## src/rtl/sram_arbiter.sv

```systemverilog
// Two-port round-robin arbiter and access sequencer for the asynchronous 8-bit external SRAM.
// Each granted request becomes a timed read or write cycle (setup, WE pulse, hold) ending in an ack pulse.
module sram_arbiter #(
    parameter int ADDR_W        = 21,
    parameter int ACCESS_CYCLES = 2
) (
    input  logic              sysclk,
    input  logic              reset,
    input  logic              p0_req,
    input  logic              p1_req,
    input  logic              p0_we,
    input  logic              p1_we,
    input  logic [ADDR_W-1:0] p0_addr,
    input  logic [ADDR_W-1:0] p1_addr,
    input  logic [7:0]        p0_wdata,
    input  logic [7:0]        p1_wdata,
    output logic              p0_ack,
    output logic              p1_ack,
    output logic [7:0]        rdata,
    output logic              busy,
    output logic [ADDR_W-1:0] sram_addr,
    output logic [7:0]        sram_dq_o,
    output logic              sram_dq_oe,
    input  logic [7:0]        sram_dq_i,
    output logic              sram_we_n
);

    localparam logic [2:0] ST_IDLE   = 3'd0;
    localparam logic [2:0] ST_SETUP  = 3'd1;
    localparam logic [2:0] ST_ACCESS = 3'd2;
    localparam logic [2:0] ST_HOLD   = 3'd3;
    localparam logic [2:0] ST_DONE   = 3'd4;

    localparam logic [3:0] CNT_LOAD = 4'(ACCESS_CYCLES - 1);

    logic [2:0]        state_q, state_d;
    logic [3:0]        cnt_q, cnt_d;
    logic              last_grant_q, last_grant_d;
    logic              gnt_q, gnt_d;
    logic              we_q, we_d;
    logic [ADDR_W-1:0] addr_q, addr_d;
    logic [7:0]        dq_o_q, dq_o_d;
    logic              dq_oe_q, dq_oe_d;
    logic              we_n_q, we_n_d;
    logic [7:0]        rdata_q, rdata_d;
    logic              ack0_q, ack0_d;
    logic              ack1_q, ack1_d;
    logic              pick;

    // Port 1 wins when it is the only requester, or on a tie when port 0 had the last grant.
    assign pick = p1_req & (~p0_req | ~last_grant_q);

    always_comb begin
        state_d      = state_q;
        cnt_d        = cnt_q;
        last_grant_d = last_grant_q;
        gnt_d        = gnt_q;
        we_d         = we_q;
        addr_d       = addr_q;
        dq_o_d       = dq_o_q;
        dq_oe_d      = dq_oe_q;
        we_n_d       = we_n_q;
        rdata_d      = rdata_q;
        ack0_d       = 1'b0;
        ack1_d       = 1'b0;
        unique case (state_q)
            ST_IDLE: begin
                if (p0_req | p1_req) begin
                    gnt_d        = pick;
                    last_grant_d = pick;
                    we_d         = pick ? p1_we : p0_we;
                    addr_d       = pick ? p1_addr : p0_addr;
                    if (pick ? p1_we : p0_we) begin
                        state_d = ST_SETUP;
                        dq_o_d  = pick ? p1_wdata : p0_wdata;
                        dq_oe_d = 1'b1;
                    end else begin
                        state_d = ST_ACCESS;
                        cnt_d   = CNT_LOAD;
                    end
                end
            end
            ST_SETUP: begin
                state_d = ST_ACCESS;
                we_n_d  = 1'b0;
                cnt_d   = CNT_LOAD;
            end
            ST_ACCESS: begin
                if (cnt_q == 4'd0) begin
                    if (we_q) begin
                        we_n_d  = 1'b1;
                        state_d = ST_HOLD;
                    end else begin
                        rdata_d = sram_dq_i;
                        state_d = ST_DONE;
                        ack0_d  = ~gnt_q;
                        ack1_d  = gnt_q;
                    end
                end else begin
                    cnt_d = cnt_q - 4'd1;
                end
            end
            ST_HOLD: begin
                // Data stays driven through HOLD so it outlives the WE rise by a cycle.
                dq_oe_d = 1'b0;
                state_d = ST_DONE;
                ack0_d  = ~gnt_q;
                ack1_d  = gnt_q;
            end
            ST_DONE: begin
                state_d = ST_IDLE;
            end
            default: begin
                state_d = ST_IDLE;
            end
        endcase
    end

    always_ff @(posedge sysclk) begin
        if (reset) begin
            state_q      <= ST_IDLE;
            cnt_q        <= 4'd0;
            last_grant_q <= 1'b1;
            gnt_q        <= 1'b0;
            we_q         <= 1'b0;
            addr_q       <= '0;
            dq_o_q       <= 8'h00;
            dq_oe_q      <= 1'b0;
            we_n_q       <= 1'b1;
            rdata_q      <= 8'h00;
            ack0_q       <= 1'b0;
            ack1_q       <= 1'b0;
        end else begin
            state_q      <= state_d;
            cnt_q        <= cnt_d;
            last_grant_q <= last_grant_d;
            gnt_q        <= gnt_d;
            we_q         <= we_d;
            addr_q       <= addr_d;
            dq_o_q       <= dq_o_d;
            dq_oe_q      <= dq_oe_d;
            we_n_q       <= we_n_d;
            rdata_q      <= rdata_d;
            ack0_q       <= ack0_d;
            ack1_q       <= ack1_d;
        end
    end

    assign p0_ack     = ack0_q;
    assign p1_ack     = ack1_q;
    assign rdata      = rdata_q;
    assign busy       = (state_q != ST_IDLE);
    assign sram_addr  = addr_q;
    assign sram_dq_o  = dq_o_q;
    assign sram_dq_oe = dq_oe_q;
    assign sram_we_n  = we_n_q;

endmodule

```

## config.mk

```make
export PLATFORM = sky130hd
export DESIGN_NAME = sram_arbiter
export DESIGN_NICKNAME = d
export VERILOG_FILES = /design/src/rtl/sram_arbiter.sv
export SDC_FILE = /design/constraint.sdc
export NUM_CORES = 1
export LEC_CHECK = 0
export ABC_AREA = 1
export CAP_MARGIN = 20
export CORE_MARGIN = 2
export CORE_UTILIZATION = 40
export DETAILED_ROUTE_END_ITERATION = 8
export GPL_ROUTABILITY_DRIVEN = 0
export PLACE_DENSITY_LB_ADDON = 0.12
export SLEW_MARGIN = 0
export SYNTH_ARGS = -nofsm -noshare
export SYNTH_HDL_FRONTEND = slang
export SYNTH_SLANG_ARGS = --single-unit
export TNS_END_PERCENT = 50
```

## constraint.sdc

```tcl
create_clock -name sysclk -period 1.6 [get_ports sysclk]
set_input_delay 0.32 -clock sysclk [delete_from_list [all_inputs] [get_ports sysclk]]
set_output_delay 0.32 -clock sysclk [all_outputs]
set_load 0.005 [all_outputs]
```

==> impl_metrics.ini <==
[synthesis]
syn_nets = 386
synthSimpleGateAreaFrac_pct = 26.4
synth_top_area_share_pct = 45.4
synth_cells = 312
synth_xor_area_share_pct = 0.390
yosysMostFrequentCell = nand2_1
synthMuxAreaShare_pct = 0
synthAdderAreaFrac_pct = 1.11
syn_area_um2 = 2250
synth-seq-cells = 51
avgSynthCellArea_um2 = 7.20
synth_top_family_by_area = simple AND/OR/NAND/NOR gates
synthTopCellsByCount = 70 x nand2_1, 51 x dfxtp_1, 49 x nor2_1
synth_largest_area_cell = dfxtp_1
synth-async-reset-ratio_pct = 0
yosysUniqueCellTypes = 28
synth_compound_area_share_pct = 20.6
yosysSeqAreaShare_pct = 45.4
yosys-top-cells-area = dfxtp_1 45%, nand2_1 12%, a21oi_1 10%
synth_edf_count = 0
synth_warnings = 0
yosys_most_used_dff = dfxtp_1

[die]
dieArea_um2 = 6230
die_h_um = 79.0
core_um2 = 5470
initial_core_util_pct = 41.1
io_pins = 114
num_rows = 27
die_x_um = 79.0

[clocking]
cts_buffers = 5
hold_buffers = 0
cts_tree = done
clk_pin_slew_ns = 0.08
clkSinkCount = 51
htree_levels = 2
clock_latency_ns = 0.30
ctsRootBufferMaster = clkbuf_8
cts.path.max_buffers = 2

[sta]
max_freq_mhz = 658
setup-violations-final = 0
fin_crit_sh_pct = 94.9
fin_worst_skew_ns = 0.0110
period_minus_slack_ns = 1.52
finalSetupTns_ns = 0
rsz0062_at_grt = yes
relSlewSlack_pct = 70.3
hold_slack_ns = 0.457
drv_slew = 0
max_slew.worst_pin.slew_ns = 0.445
final-hold-violation-count = 0

[pwr]
ir_worst_vdd_v = 0.000880
p_sw_uw = 2060
swShare_pct = 36.7
pwr-share-comb_pct = 50.5
p_total_uw = 5630
p_clk_share_pct = 14.3
power_density_nw_per_um2 = 1540
leakage_uw = 0.00153
internal_power_uw = 3560
seqPwrFrac_pct = 35.1

[global_route]
grt_max_degree = 35
use_met1_pct = 26.3
met3_usage_pct = 4.20
grt_util_all_layers_pct = 21.9
grt_pass1_wl_mm = 10.9
met2_usage_pct = 38.0
grt.busiest_layer = met2
grt_pass1_vias = 2480
grt-ovfl-total = 0
antenna_found_initial = 0

[critical_path]
max_stage_delay_ns = 0.33
startpoint_type = flop
critPathArrivalTime_ns = 1.20
crit_top_cell = inv_2
path_max_fanout = 2
worst_setup_path_end_kind = output pin
rrSetupSlack_ns = 0.18
cp.required_ns = 1.28
cp_top_family = buffers and inverters
critical_path_class = reg -> out
path_buf_inv = 3
slowest_stage = dfxtp_2
cp_cell_sequence = inv_2 -> nand2_2 -> nor2_4 -> inv_2 -> dlygate4sd2_1

[detailed_routing]
vias = 2437
ant_nets = 0
vias_per_cell = 4.82
drc = 0
dr.pass1.iters = 4
wirelength_mm = 6.59
drt_iter0_drc = 125
avgRoutedWirePerCell_um = 13.0

[finish]
fillerInstances = 473
drive_gt1_share_pct = 10.1
diodes = 0
stdcell_count = 506
syn_to_final_growth_pct = 62.5
final_util_pct = 66.7
final_net_count = 507

[placed_design]
port_buffers = 113
dp_cells = 493
place_hpwl_mm = 4.75

[worst_hold_path]
hp-class = reg -> reg

[flow_run]
cap_violations = 0

[outcome]
status = completed
-- placed cells by master, fill, tap and decap left out, types with 2 or more instances in the layout --
| master | Yosys | routed |
|---|---|---|
| a21oi_1 | 47 | 47 |
| buf_12 | 0 | 3 |
| buf_4 | 3 | 13 |
| clkbuf_8 | 0 | 7 |
| clkdlybuf4s50_1 | 0 | 112 |
| dfxtp_1 | 51 | 49 |
| dfxtp_2 | 0 | 2 |
| ha_1 | 2 | 2 |
| inv_1 | 10 | 9 |
| inv_2 | 6 | 7 |
| nand2_1 | 70 | 70 |
| nand3_1 | 5 | 5 |
| nand3_2 | 2 | 2 |
| nor2_1 | 49 | 49 |
| nor2_2 | 2 | 2 |
| nor2_4 | 3 | 3 |
| nor3_1 | 2 | 2 |
| o21ai_0 | 36 | 36 |
| o21ai_1 | 3 | 3 |
-- logic make-up (layout without fill, tap and decap cells) --
kind of cell               after synthesis  count (layout)
and+or+nand+nor                        137             137
AOI/OAI and AO/OA                       90              90
DFF                                     51              51
buffers and inverters                   31             153
adders and majority gates                2               2
xor gates and xnor gates                 1               1
-- final timing paths --
check / to / startpoint / depth (start not counted)
setup reg to reg: sram_dq_o[2]$_SDFFE_PP0P_ / state_q[0]$_SDFFE_PP0P_ / 9
hold / removal: p0_ack$_SDFF_PP0_ / gnt_q$_SDFFE_PP0P_ / 1
hold reg to reg: p0_ack$_SDFF_PP0_ / gnt_q$_SDFFE_PP0P_ / 1
setup / recovery: busy / state_q[0]$_SDFFE_PP0P_ / 5
-- layout make-up --
class / count / area, um2 / share of cell area (%)
clock buffers: 8 / 100 / 2.74
inverters: 16 / 60.1 / 1.64
multi-input cells: 230 / 1090 / 29.8
flip-flops and latches: 51 / 1020 / 28.0
well taps: 72 / 90.1 / 2.47
repair buffers: 129 / 1290 / 35.3
-- through the flow --
stage,instance area [um2],worst slack [ns]
2_1_floorplan,2250,0.350
3_3_place_gp,3510,-0.127
3_5_place_dp,3510,-0.213
4_1_cts,3640,0.0702
5_1_grt,3650,-0.00727
6_report,3650,0.0809
-- what timing repair did --
action | in CTS | in global routing
pin swaps | 1 | 1
gates resized for setup | 3 | 1
setup buffers | 3 | 2
endpoints found under the setup margin | 1 | 12
-- flip-flops by register name, indices dropped and copies added, names as in the netlist --
name and count:
p0_ack 1, gnt_q 1, rdata 8, sram_we_n 1, sram_dq_oe 1, we_q 1
state_q 3, sram_addr 21, p1_ack 1, sram_dq_o 8, last_grant_q 1, cnt_q 4
-- metal layers --
layer / vias up / wire (um)
li1: 1256 / -
met1: 1103 / 2850
met3: 9 / 311
met5: - / 0
met4: 0 / 136
met2: 69 / 3300
-- power groups by stage --
stage / combinational, uW / clock, uW / sequential [uW]
2_1_floorplan: 1400 / 0 / 2010
3_3_place_gp: 2730 / 0 / 1980
3_5_place_dp: 2780 / 0 / 2000
4_1_cts: 2830 / 818 / 1970
5_1_grt: 3190 / 868 / 2030
6_report: 2840 / 807 / 1980
Power figures use the tool's default switching activity.
